$ cat src/rtl/key_debouncer_if.sv
// Push-button bundle: raw KEY input and the debounced level/pulse/counter outputs.
interface key_debouncer_if;
  logic       KEY;
  logic       key_level;
  logic       key_press;
  logic       key_release;
  logic [7:0] press_count;

  modport master (output KEY, input key_level, input key_press, input key_release,
                  input press_count);
  modport slave  (input KEY, output key_level, output key_press, output key_release,
                  output press_count);
endinterface

$ cat src/rtl/key_debouncer.sv
// Synchronises and debounces one raw push-button; emits a clean level, press/release
// pulses and an 8-bit modulo press counter.
module key_debouncer #(
  parameter int unsigned DEBOUNCE_CYCLES = 1_000_000,
  parameter int unsigned CNT_W           = 20,
  parameter bit          ACTIVE_LOW      = 1'b1
) (
  input  logic           CLOCK_50,
  input  logic           RESET,
  key_debouncer_if.slave bus
);

  localparam logic [CNT_W-1:0] CNT_LAST     = CNT_W'(DEBOUNCE_CYCLES - 1);
  localparam logic             RELEASED_LVL = ACTIVE_LOW ? 1'b1 : 1'b0;

  typedef enum logic [1:0] {
    ST_RELEASED,
    ST_PRESS_WAIT,
    ST_PRESSED,
    ST_RELEASE_WAIT
  } state_e;

  logic             s1_q, s2_q;
  logic             pressed_s;
  state_e           state_q, state_d;
  logic [CNT_W-1:0] cnt_q, cnt_d;
  logic             level_q, level_d;
  logic             press_q, press_d;
  logic             release_q, release_d;
  logic [7:0]       count_q, count_d;

  // Two-flop synchroniser, reset to the released level so reset never looks like a press.
  always_ff @(posedge CLOCK_50 or posedge RESET) begin
    if (RESET) begin
      s1_q <= RELEASED_LVL;
      s2_q <= RELEASED_LVL;
    end else begin
      s1_q <= bus.KEY;
      s2_q <= s1_q;
    end
  end

  assign pressed_s = ACTIVE_LOW ? ~s2_q : s2_q;

  always_ff @(posedge CLOCK_50 or posedge RESET) begin
    if (RESET) begin
      state_q   <= ST_RELEASED;
      cnt_q     <= '0;
      level_q   <= 1'b0;
      press_q   <= 1'b0;
      release_q <= 1'b0;
      count_q   <= 8'd0;
    end else begin
      state_q   <= state_d;
      cnt_q     <= cnt_d;
      level_q   <= level_d;
      press_q   <= press_d;
      release_q <= release_d;
      count_q   <= count_d;
    end
  end

  // Counter restarts on every state change; a reversal during a wait rejects the edge.
  always_comb begin
    state_d   = state_q;
    cnt_d     = cnt_q;
    press_d   = 1'b0;
    release_d = 1'b0;
    count_d   = count_q;
    case (state_q)
      ST_RELEASED: begin
        if (pressed_s) begin
          state_d = ST_PRESS_WAIT;
          cnt_d   = '0;
        end
      end
      ST_PRESS_WAIT: begin
        if (!pressed_s) begin
          state_d = ST_RELEASED;
          cnt_d   = '0;
        end else if (cnt_q == CNT_LAST) begin
          state_d = ST_PRESSED;
          cnt_d   = '0;
          press_d = 1'b1;
          count_d = count_q + 8'd1;
        end else begin
          cnt_d = cnt_q + CNT_W'(1);
        end
      end
      ST_PRESSED: begin
        if (!pressed_s) begin
          state_d = ST_RELEASE_WAIT;
          cnt_d   = '0;
        end
      end
      ST_RELEASE_WAIT: begin
        if (pressed_s) begin
          state_d = ST_PRESSED;
          cnt_d   = '0;
        end else if (cnt_q == CNT_LAST) begin
          state_d   = ST_RELEASED;
          cnt_d     = '0;
          release_d = 1'b1;
        end else begin
          cnt_d = cnt_q + CNT_W'(1);
        end
      end
      default: begin
        state_d = ST_RELEASED;
        cnt_d   = '0;
      end
    endcase
    level_d = (state_d == ST_PRESSED) || (state_d == ST_RELEASE_WAIT);
  end

  assign bus.key_level   = level_q;
  assign bus.key_press   = press_q;
  assign bus.key_release = release_q;
  assign bus.press_count = count_q;

endmodule

$ cat src/flat_wrapper.sv
// flat-port wrapper written by rule: the top's interface ports become plain ports
module key_debouncer_flat 
#(
  parameter int unsigned DEBOUNCE_CYCLES = 1_000_000,
  parameter int unsigned CNT_W           = 20,
  parameter bit          ACTIVE_LOW      = 1'b1
)
  (CLOCK_50, RESET, bus_KEY, bus_key_level, bus_key_press, bus_key_release, bus_press_count);
  key_debouncer_if bus_i ();
  input  logic CLOCK_50;
  input  logic RESET;
  input wire logic [$bits(bus_i.KEY)-1:0] bus_KEY;
  output wire logic [$bits(bus_i.key_level)-1:0] bus_key_level;
  output wire logic [$bits(bus_i.key_press)-1:0] bus_key_press;
  output wire logic [$bits(bus_i.key_release)-1:0] bus_key_release;
  output wire logic [$bits(bus_i.press_count)-1:0] bus_press_count;
  assign bus_i.KEY = bus_KEY;
  assign bus_key_level = bus_i.key_level;
  assign bus_key_press = bus_i.key_press;
  assign bus_key_release = bus_i.key_release;
  assign bus_press_count = bus_i.press_count;
  key_debouncer #(.DEBOUNCE_CYCLES(DEBOUNCE_CYCLES), .CNT_W(CNT_W), .ACTIVE_LOW(ACTIVE_LOW)) u_core (.CLOCK_50(CLOCK_50), .RESET(RESET), .bus(bus_i));
endmodule
$ cat config.mk
export PLATFORM = sky130hd
export DESIGN_NAME = key_debouncer_flat
export DESIGN_NICKNAME = d
export VERILOG_FILES = /design/src/rtl/key_debouncer_if.sv /design/src/rtl/key_debouncer.sv /design/src/flat_wrapper.sv
export SDC_FILE = /design/constraint.sdc
export NUM_CORES = 1
export LEC_CHECK = 0
export ABC_AREA = 0
export CAP_MARGIN = 20
export CORE_UTILIZATION = 51
export DETAILED_ROUTE_END_ITERATION = 12
export GPL_TIMING_DRIVEN = 0
export PLACE_DENSITY = 0.77
export SLEW_MARGIN = 20
export SYNTH_ARGS = -nofsm -noshare
export SYNTH_HDL_FRONTEND = slang
export SYNTH_SLANG_ARGS = --single-unit
$ cat constraint.sdc
create_clock -name CLOCK_50 -period 2.6 [get_ports CLOCK_50]
set_clock_uncertainty 0.1 [all_clocks]
set_input_delay 0.39 -clock CLOCK_50 [delete_from_list [all_inputs] [get_ports CLOCK_50]]
set_output_delay 0.39 -clock CLOCK_50 [all_outputs]
set_load 0.03 [all_outputs]
Word level (Yosys, flattened, before mapping)
Cells that the tools add are included.
- muxes and demuxes: 18
- reduce and logical (&&, ||, !) cells: 4
- bitwise operators: 1
- $add $sub $neg: 2
- eq/ne operators: 8
- operators by type and width (kind ; number):
    $mux W20 ; 5
    $pmux W20 S4 ; 1
    $add A20 B1 Y20 const B ; 1
    $eq A20 B20 Y1 const B ; 1
    $mux W2 ; 6
    $add A8 B1 Y8 const B ; 1
    $eq A2 B2 Y1 const B ; 4
    $pmux W2 S4 ; 1
    $mux W1 ; 5
    $reduce_and A3 Y1 ; 1
    $eq A2 B1 Y1 const B ; 1
    $logic_not A2 Y1 ; 1
    $ne A2 B1 Y1 const B ; 1
    $ne A2 B2 Y1 const B ; 1
    $reduce_and A2 Y1 ; 1
    $logic_or A1 B1 Y1 ; 1
    $not A1 Y1 ; 1
- input port bits: 3
- output and inout bits: 11
- register bits: 35

Logic depth before layout (Yosys ltp)
Gate-level depths: netlist of the first run.
- word-level depth: 6
- depth in mapped cells: 7

Worst setup path after synthesis of the first run
No wires, ideal clock.
- kind: reg2reg
- start: reg u_core.cnt_q[11]
- end: reg u_core.count_q[1] (netlist: u_core.bus.press_count[1])
- path buffers: 0
- data required time: 2375 ps
- setup time: 125 ps
- path slack: 220 ps
- cell stages (with the launch flop): 5
- arrival: 2156 ps
- path through: dfrtp_1 > or4_1 > or4_4 > nor4_4 > mux2_2
- word-level cells in the longest chain between the ends: 2
- RTL lines (element ; RTL line ; source):
    start: declaration ; key_debouncer.sv:26 ; logic [CNT_W-1:0] cnt_q, cnt_d;
    start signal: assignment ; key_debouncer.sv:55 ; cnt_q <= cnt_d;
    $eq A20 B20 Y1 ; key_debouncer.sv:81 ; end else if (cnt_q == CNT_LAST) begin
    $reduce_and A3 Y1 (no line) ; n/a ;
    end signal: assignment ; key_debouncer.sv:59 ; count_q <= count_d;
    end: declaration ; key_debouncer.sv:30 ; logic [7:0] count_q, count_d;
Every way passes these cells.
A chain may end at the register's enable or synchronous reset.

Worst setup path in the final report of the first run
- start: reg u_core.cnt_q[12]
- end: reg u_core.cnt_q[4]
- word-level cells in the longest chain between the ends: 4
- elaborated cells on any way between the ends: 5
- those cells by class: 1 x eq/ne; 4 x mux
- RTL lines (element ; RTL line ; source):
    $eq A20 B20 Y1 (*) ; key_debouncer.sv:81, key_debouncer.sv:100 ;
    $mux W20 (*) ; key_debouncer.sv:81, key_debouncer.sv:100 ;
    $mux W20 (on tied branches) ; key_debouncer.sv:97, key_debouncer.sv:78 ;
    $pmux W20 S4 (*) ; key_debouncer.sv:70 ; case (state_q)
Mark *: on every way between the ends. The rest lies on a longest branch, timed or not.

==> results of run 1 <==
## placed cells by master (no fill, tap or decap), types with 2 or more instances in the layout
cell type,n
mux2i_1,3
or4_1,2
o21ai_0,8
or2_2,2
ha_1,2
and3_1,3
nor4_1,3
xnor2_1,9
dfrtp_1,33
nand4_1,5
a22o_1,2
nand3_1,10
xor2_1,6
a21oi_1,5
clkbuf_8,2
clkbuf_4,5
dfstp_2,2
nor3b_1,3
or3_1,4
nor3_1,3
nor2b_1,3
and4_1,5
clkdlybuf4s50_1,13
nor2_1,15
nand2_1,14
inv_1,7
## worst max-delay path: stages, from the launching register on
cell	delay, ns
dfrtp_1	0.46
or4_1	0.52
or4_4	0.47
o311a_2	0.41
buf_6	0.15
a21oi_1	0.14
o21bai_1	0.08
## per-layer routing
metal / global-route usage (%) / vias to the layer above / routed length, um
met2: 35.64 / 22 / 1722
met3: 4.478 / 5 / 82
li1: - / 659 / -
met5: 0 / - / 0
met1: 27.26 / 664 / 1558
met4: 11.04 / 0 / 51
## sequential cells by signal (all words and copies together), names as in the netlist
name	count
u_core.cnt_q	20
u_core.bus.press_count	8
u_core.state_q	2
u_core.bus.key_level	1
u_core.bus.key_press	1
u_core.bus.key_release	1
u_core.s1_q	1
u_core.s2_q	1
## what timing repair did
action	in CTS	in global routing
buffers inserted	0	1
gates resized for setup	0	2
setup endpoints to repair	0	13
## kinds of logic (layout without fill, tap and decap cells)
group | Yosys count | in the layout | synth area share, %
multiplexers | 4 | 4 | 2.357
buffers and inverters | 10 | 32 | 2.571
flip-flops | 35 | 35 | 50.14
AO/OA/AOI/OAI | 22 | 22 | 8.786
adder cells (fa/ha/maj) | 2 | 2 | 1.428
XOR/XNOR | 15 | 15 | 7.500
AND/OR/NAND/NOR | 81 | 81 | 27.21
## layout make-up
cell class | count | area share, %
sequential | 35 | 43.31
multi-input combinational | 124 | 41.58
timing repair buffer | 14 | 6.786
clock buffer | 8 | 3.393
tap | 44 | 2.714
inverter | 8 | 1.481
buffer | 2 | 0.7403
## synth_stat cells (2+ instances only)
| master | instances | area, sq um |
|---|---|---|
| nand2_1 | 14 | 52.55 |
| nor2_1 | 15 | 56.30 |
| inv_1 | 8 | 30.03 |
| nor2b_1 | 3 | 18.77 |
| mux2i_1 | 3 | 30.03 |
| and4_1 | 5 | 43.79 |
| nand4_1 | 5 | 31.28 |
| a21oi_1 | 5 | 25.02 |
| a22o_1 | 2 | 17.52 |
| or2_2 | 2 | 12.51 |
| and3_1 | 3 | 18.77 |
| xor2_1 | 6 | 52.55 |
| xnor2_1 | 9 | 78.83 |
| nand3_1 | 11 | 55.05 |
| or4_1 | 2 | 15.01 |
| ha_1 | 2 | 25.02 |
| nor4_1 | 3 | 18.77 |
| dfstp_2 | 2 | 52.55 |
| nor3b_1 | 3 | 22.52 |
| nor3_1 | 3 | 15.01 |
| o21ai_0 | 8 | 40.04 |
| or3_1 | 4 | 25.02 |
| dfrtp_1 | 33 | 825.8 |
## how the worst max path moves through the flow
stage                           startpoint                   endpoint  slack (ns)  cells past startpoint
final                     u_core.cnt_q[12]            u_core.cnt_q[4]        0.14                      6
after global routing       u_core.cnt_q[0]            u_core.cnt_q[4]        0.02                      7
after CTS                  u_core.cnt_q[0]            u_core.cnt_q[2]        0.05                      6
after detailed placement   u_core.cnt_q[0]            u_core.cnt_q[2]        0.07                      6
after global placement    u_core.cnt_q[11]  u_core.bus.press_count[1]        0.11                      4
after floorplan           u_core.cnt_q[11]  u_core.bus.press_count[1]        0.22                      4
## through the flow
step	cells	cell area [sq um]	setup WS, ns	power, W
finish	235	2028	0.1431	0.0009367
global route	235	2028	0.01825	0.0009757
CTS	234	2006	0.04673	0.0009458
detailed placement	226	1937	0.07012	0.0006136
global placement	226	1937	0.1076	0.0006109
floorplan	169	1752	0.2196	0.0005989
## where the power goes
group	total (W)	internal, W	switching [W]
Clock	0.000333	0.000159	0.000174
Combinational	0.0000469	0.0000154	0.0000316
Sequential	0.000557	0.000550	0.00000687
Total	0.000937	0.000725	0.000212
==> key figures, run 1 <==
CTS
  – H-Tree Depth: 2
  – CTS Hold Bufs: 0
  – Worst-path clk slew: 0.10 ns
  – Clock sink total: 35
  – CTS tree: done
  – CTS root buffer: clkbuf_4
  – Total CTS buffers: 5
  – CTS Buffer Depth: 2
  – Clk_lat worst skew: 0.34 ns

Critical path
  – Critical Path RT: 2.73 ns
  – Critical Path Source Type: flip-flop
  – Critical path type: flip-flop to flip-flop
  – Worst-path fanout max: 8
  – Worst R2R Setup Slack: 0.14 ns
  – Worst flop-to-flop path startpoint: u_core.cnt_q[12]
  – FF-to-FF path depth: 6
  – Reg2reg end: u_core.cnt_q[4]
  – Setup crit end kind: flip-flop
  – WP data arrival: 2.58 ns

Floorplan
  – Core area: 0.003153 sq mm
  – Die Span Y: 60.61 um
  – Chip width: 60.61 um
  – Die area: 0.003673 sq mm
  – Starting density of the core: 55.56%
  – IO Pins: 14
  – # rows: 20

Route
  – Detailed router's first-iteration violation count: 71
  – DR pass1 iterations: 4
  – Vias per cell: 5.745
  – DR WL/cell: 14.53 um
  – Routed Antenna Nets: 0
  – DRC viols: 0
  – Final WL: 3.415 mm
  – Routed via count: 1350

Timing
  – Final slew viol count: 0
  – Count of final hold-check violations: 0
  – Fmax achieved: 407.0 MHz
  – Final setup viols: 0
  – Setup TNS: 0 ns
  – Period minus WS final: 2.457 ns
  – RSZ-0062 raised after global routing: no
  – Worst-Margin Slew: 0.8535 ns
  – Relative slew slack: 42.57%
  – Final worst path period share: 94.50%
  – Hold Worst Slack: 0.2640 ns

Global route
  – Gr ovfl total: 0
  – Initial antenna violation count: 0
  – Vias in the first global route: 1246
  – Largest net degree at the start of global routing: 36
  – First-pass GRT wire length: 5.706 mm
  – Gr usage total: 21.73%

Place
  – PortBufs: 13
  – GPL Wtd Cong: 0.9124
  – Post-DP HPWL: 2.406 mm

Outcome
  – Outcome: finished clean

Power and ir drop
  – Pleak: 0.8556 nW
  – VDD IR-drop max: 279.4 uV
  – Cell Pwr Density: 461.8 mW/mm^2

Logic synthesis
  – Synth cell types: 41
  – Post-synth top flop: dfrtp_1
  – Post-synthesis net count: 174
  – Fraction of registers with async set or reset after synthesis: 100.0%
  – Synthesized instance count: 169
  – Mean Syn Cell Area: 10.36 sq um
  – Synthesized flop and latch total: 35
  – Post-synthesis instance area: 0.001752 sq mm
  – EDFF count, synth: 0
  – Seq/Total Area, Yosys: 50.14%
  – Synth warn: 0

Layout
  – Final core utilization: 64.33%
  – Fillers: 268
  – Layout cells sized above 1: 12.04%
  – Area of the multi-input gates: 843.3 sq um
  – Syn-to-layout area delta: 15.79%
  – Sequential cell area: 878.3 sq um
  – Nets: 195
  – N_diodes: 0

Flow run
  – Max-cap violations: 0

Hold path
  – Hold Path Class: flip-flop to flip-flop
  – Worst Hold Path EP: u_core.s2_q
  – Min-delay src: u_core.s1_q
  – Hold path depth: 0
Note: power is estimated with default switching activity, not from simulation.
==> run 2, diff against run 1 <==
- CORE_MARGIN: not set -> 2
==> run 2 against run 1 <==
Power increased by 0.28%; first-iteration DRC count increased by 4.2%; final cell count increased by 0.43%; register-to-register slack got worse by 0.03 ns; global-route usage decreased by 1.0 points.
==> key figures, run 2 (synthesized netlist as in run 1, its figures left out) <==
Layout
  – Most flop-heavy register: u_core.cnt_q (unchanged)
  – Largest register FFs: 20 (unchanged)
  – N_diodes: 0 (unchanged)
  – Layout cells sized above 1: 11.58% (was 12.04%)
  – Final core utilization: 61.15% (was 64.33%)
  – Commonest cells after routing, fill and taps aside: 33 x dfrtp_1, 15 x nor2_1, 14 x nand2_1 (unchanged)
  – Fillers: 295 (was 268)
  – Nets: 194 (was 195)
  – Fin cells: 236 (was 235)
  – Commonest non-fill, non-tap cell in the layout: dfrtp_1 (unchanged)
  – Area of the multi-input gates: 844.6 sq um (was 843.3 sq um)
  – Syn-to-layout area delta: 15.57% (was 15.79%)
  – Sequential cell area: 878.3 sq um (unchanged)

CTS
  – Clk_lat worst skew: 0.34 ns (about the same)
  – Worst-path clk slew: 0.10 ns (about the same)
  – Post-CTS sizing: 0 (unchanged)
  – CTS Hold Bufs: 0 (unchanged)
  – Clock sink total: 35 (unchanged)
  – CTS tree: done (unchanged)
  – Total CTS buffers: 5 (unchanged)
  – CTS Buffer Depth: 2 (unchanged)
  – CTS root buffer: clkbuf_4 (unchanged)
  – H-Tree Depth: 2 (unchanged)
  – Setup Fix Bufs, Post-CTS: 0 (unchanged)

Global route
  – First-pass GRT wire length: 6.348 mm (was 5.706 mm)
  – Vias in the first global route: 1372 (was 1246)
  – Largest net degree at the start of global routing: 36 (unchanged)
  – Gr ovfl total: 0 (unchanged)
  – Gr usage total: 20.69% (was 21.73%)
  – Initial antenna violation count: 0 (unchanged)

Floorplan
  – Chip width: 62.61 um (was 60.61 um)
  – Die Span Y: 62.61 um (was 60.61 um)
  – IO Pins: 14 (unchanged)
  – # rows: 21 (was 20)
  – Starting density of the core: 52.91% (was 55.56%)
  – Core area: 0.003311 sq mm (was 0.003153 sq mm)
  – Die area: 0.003919 sq mm (was 0.003673 sq mm)

Power and ir drop
  – Pleak: 0.8502 nW (was 0.8556 nW)
  – VDD IR-drop max: 266.8 uV (was 279.4 uV)
  – Cell Pwr Density: 464.0 mW/mm^2 (was 461.8 mW/mm^2)

Timing
  – Count of final hold-check violations: 0 (unchanged)
  – Fmax achieved: 402.0 MHz (was 407.0 MHz)
  – Period minus WS final: 2.487 ns (was 2.457 ns)
  – Worst-Margin Slew: 0.7133 ns (was 0.8535 ns)
  – Final worst path period share: 95.67% (was 94.50%)
  – Relative slew slack: 52.38% (was 42.57%)
  – Final setup viols: 0 (unchanged)
  – Final slew viol count: 0 (unchanged)
  – Setup TNS: 0 ns (unchanged)
  – RSZ-0062 raised after global routing: no (unchanged)

Outcome
  – Outcome: finished clean (unchanged)

Critical path
  – Worst Setup SP: u_core.cnt_q[0] (was u_core.cnt_q[12])
  – Critical Path Source Type: flip-flop (unchanged)
  – WP data arrival: 2.61 ns (was 2.58 ns)
  – Setup crit end kind: flip-flop (unchanged)
  – Cell family with the largest share of critical-path delay: simple AND/OR/NAND/NOR gates (unchanged)
  – Critical path type: flip-flop to flip-flop (unchanged)
  – Critical Path RT: 2.73 ns (about the same)
  – Crit-path cells: ha_1, nand3_1, or4_4, o311ai_4, o21ai_0, a22o_1 (was or4_1, or4_4, o311a_2, buf_6, a21oi_1, o21bai_1)
  – Slowest stage delay, CP: 0.63 ns (was 0.52 ns)
  – Bufs and invs on worst path: 0 (was 1)
  – Worst R2R Setup Slack: 0.11 ns (was 0.14 ns)
  – Worst-path fanout max: 6 (was 8)
  – Crit path max-delay cell type: or4_4 (was or4_1)
  – Worst flop-to-flop path startpoint: u_core.cnt_q[0] (was u_core.cnt_q[12])

Place
  – GPL Wtd Cong: 0.8709 (was 0.9124)
  – PortBufs: 13 (unchanged)
  – Post-DP HPWL: 2.506 mm (was 2.406 mm)
  – Placed Cells: 228 (was 226)

Hold path
  – Hold Path Class: flip-flop to flip-flop (unchanged)
  – Min-delay src: u_core.s1_q (unchanged)

Route
  – Final WL: 3.589 mm (was 3.415 mm)
  – Routed Antenna Nets: 0 (unchanged)
  – Routed via count: 1352 (was 1350)
  – Detailed router's first-iteration violation count: 74 (was 71)
  – Vias per cell: 5.729 (was 5.745)
  – DR pass1 iterations: 4 (unchanged)
  – DRC viols: 0 (unchanged)
  – DR WL/cell: 15.21 um (was 14.53 um)

Flow run
  – Max-cap violations: 0 (unchanged)
## run 2: path summary, 6_finish.rpt
| path | to | depth (start not counted) |
|---|---|---|
| min in group asynchronous | u_core.bus.press_count[4] | 2 |
| max in group asynchronous | u_core.cnt_q[12] | 2 |
| max | u_core.cnt_q[2] | 6 |
| min | u_core.s2_q | 0 |
| max reg2reg | u_core.cnt_q[2] | 6 |
| min reg2reg | u_core.s2_q | 0 |
## run 2: area by class of cell
cell class                 count  area share (%)
buffer                         2          0.7417
clock buffer                   8           3.399
inverter                       8           1.483
multi-input combinational    124           41.72
sequential                    35           43.39
tap                           46           2.843
timing repair buffer          13           6.428
## run 2: where the power goes
part           internal (W)  switching (W)
sequential         0.000550     0.00000666
combinational     0.0000154      0.0000323
clock              0.000159       0.000176
total              0.000725       0.000215
## run 2: routing by layer
metal  share of wire, %  up-vias  global-route usage (%)
met5                  0        -                       0
met4                1.3        0                   10.00
met3                4.5        8                   3.964
met2                 50       31                   33.74
met1                 45      664                   26.56
li1                   -      649                       -
## run 2: metrics by stage
step	hold WS (ns)	total power (W)	instance area, sq um	setup WS [ns]
6_report	0.2613	0.0009393	2024	0.1126
5_1_grt	0.2697	0.0009807	2024	0.008177
2_1_floorplan	0.2452	0.0005989	1752	0.2196
3_5_place_dp	0.2482	0.0006144	1939	0.02601
4_1_cts	0.2621	0.0009443	2008	0.02712
3_3_place_gp	0.2458	0.0006113	1939	0.1132
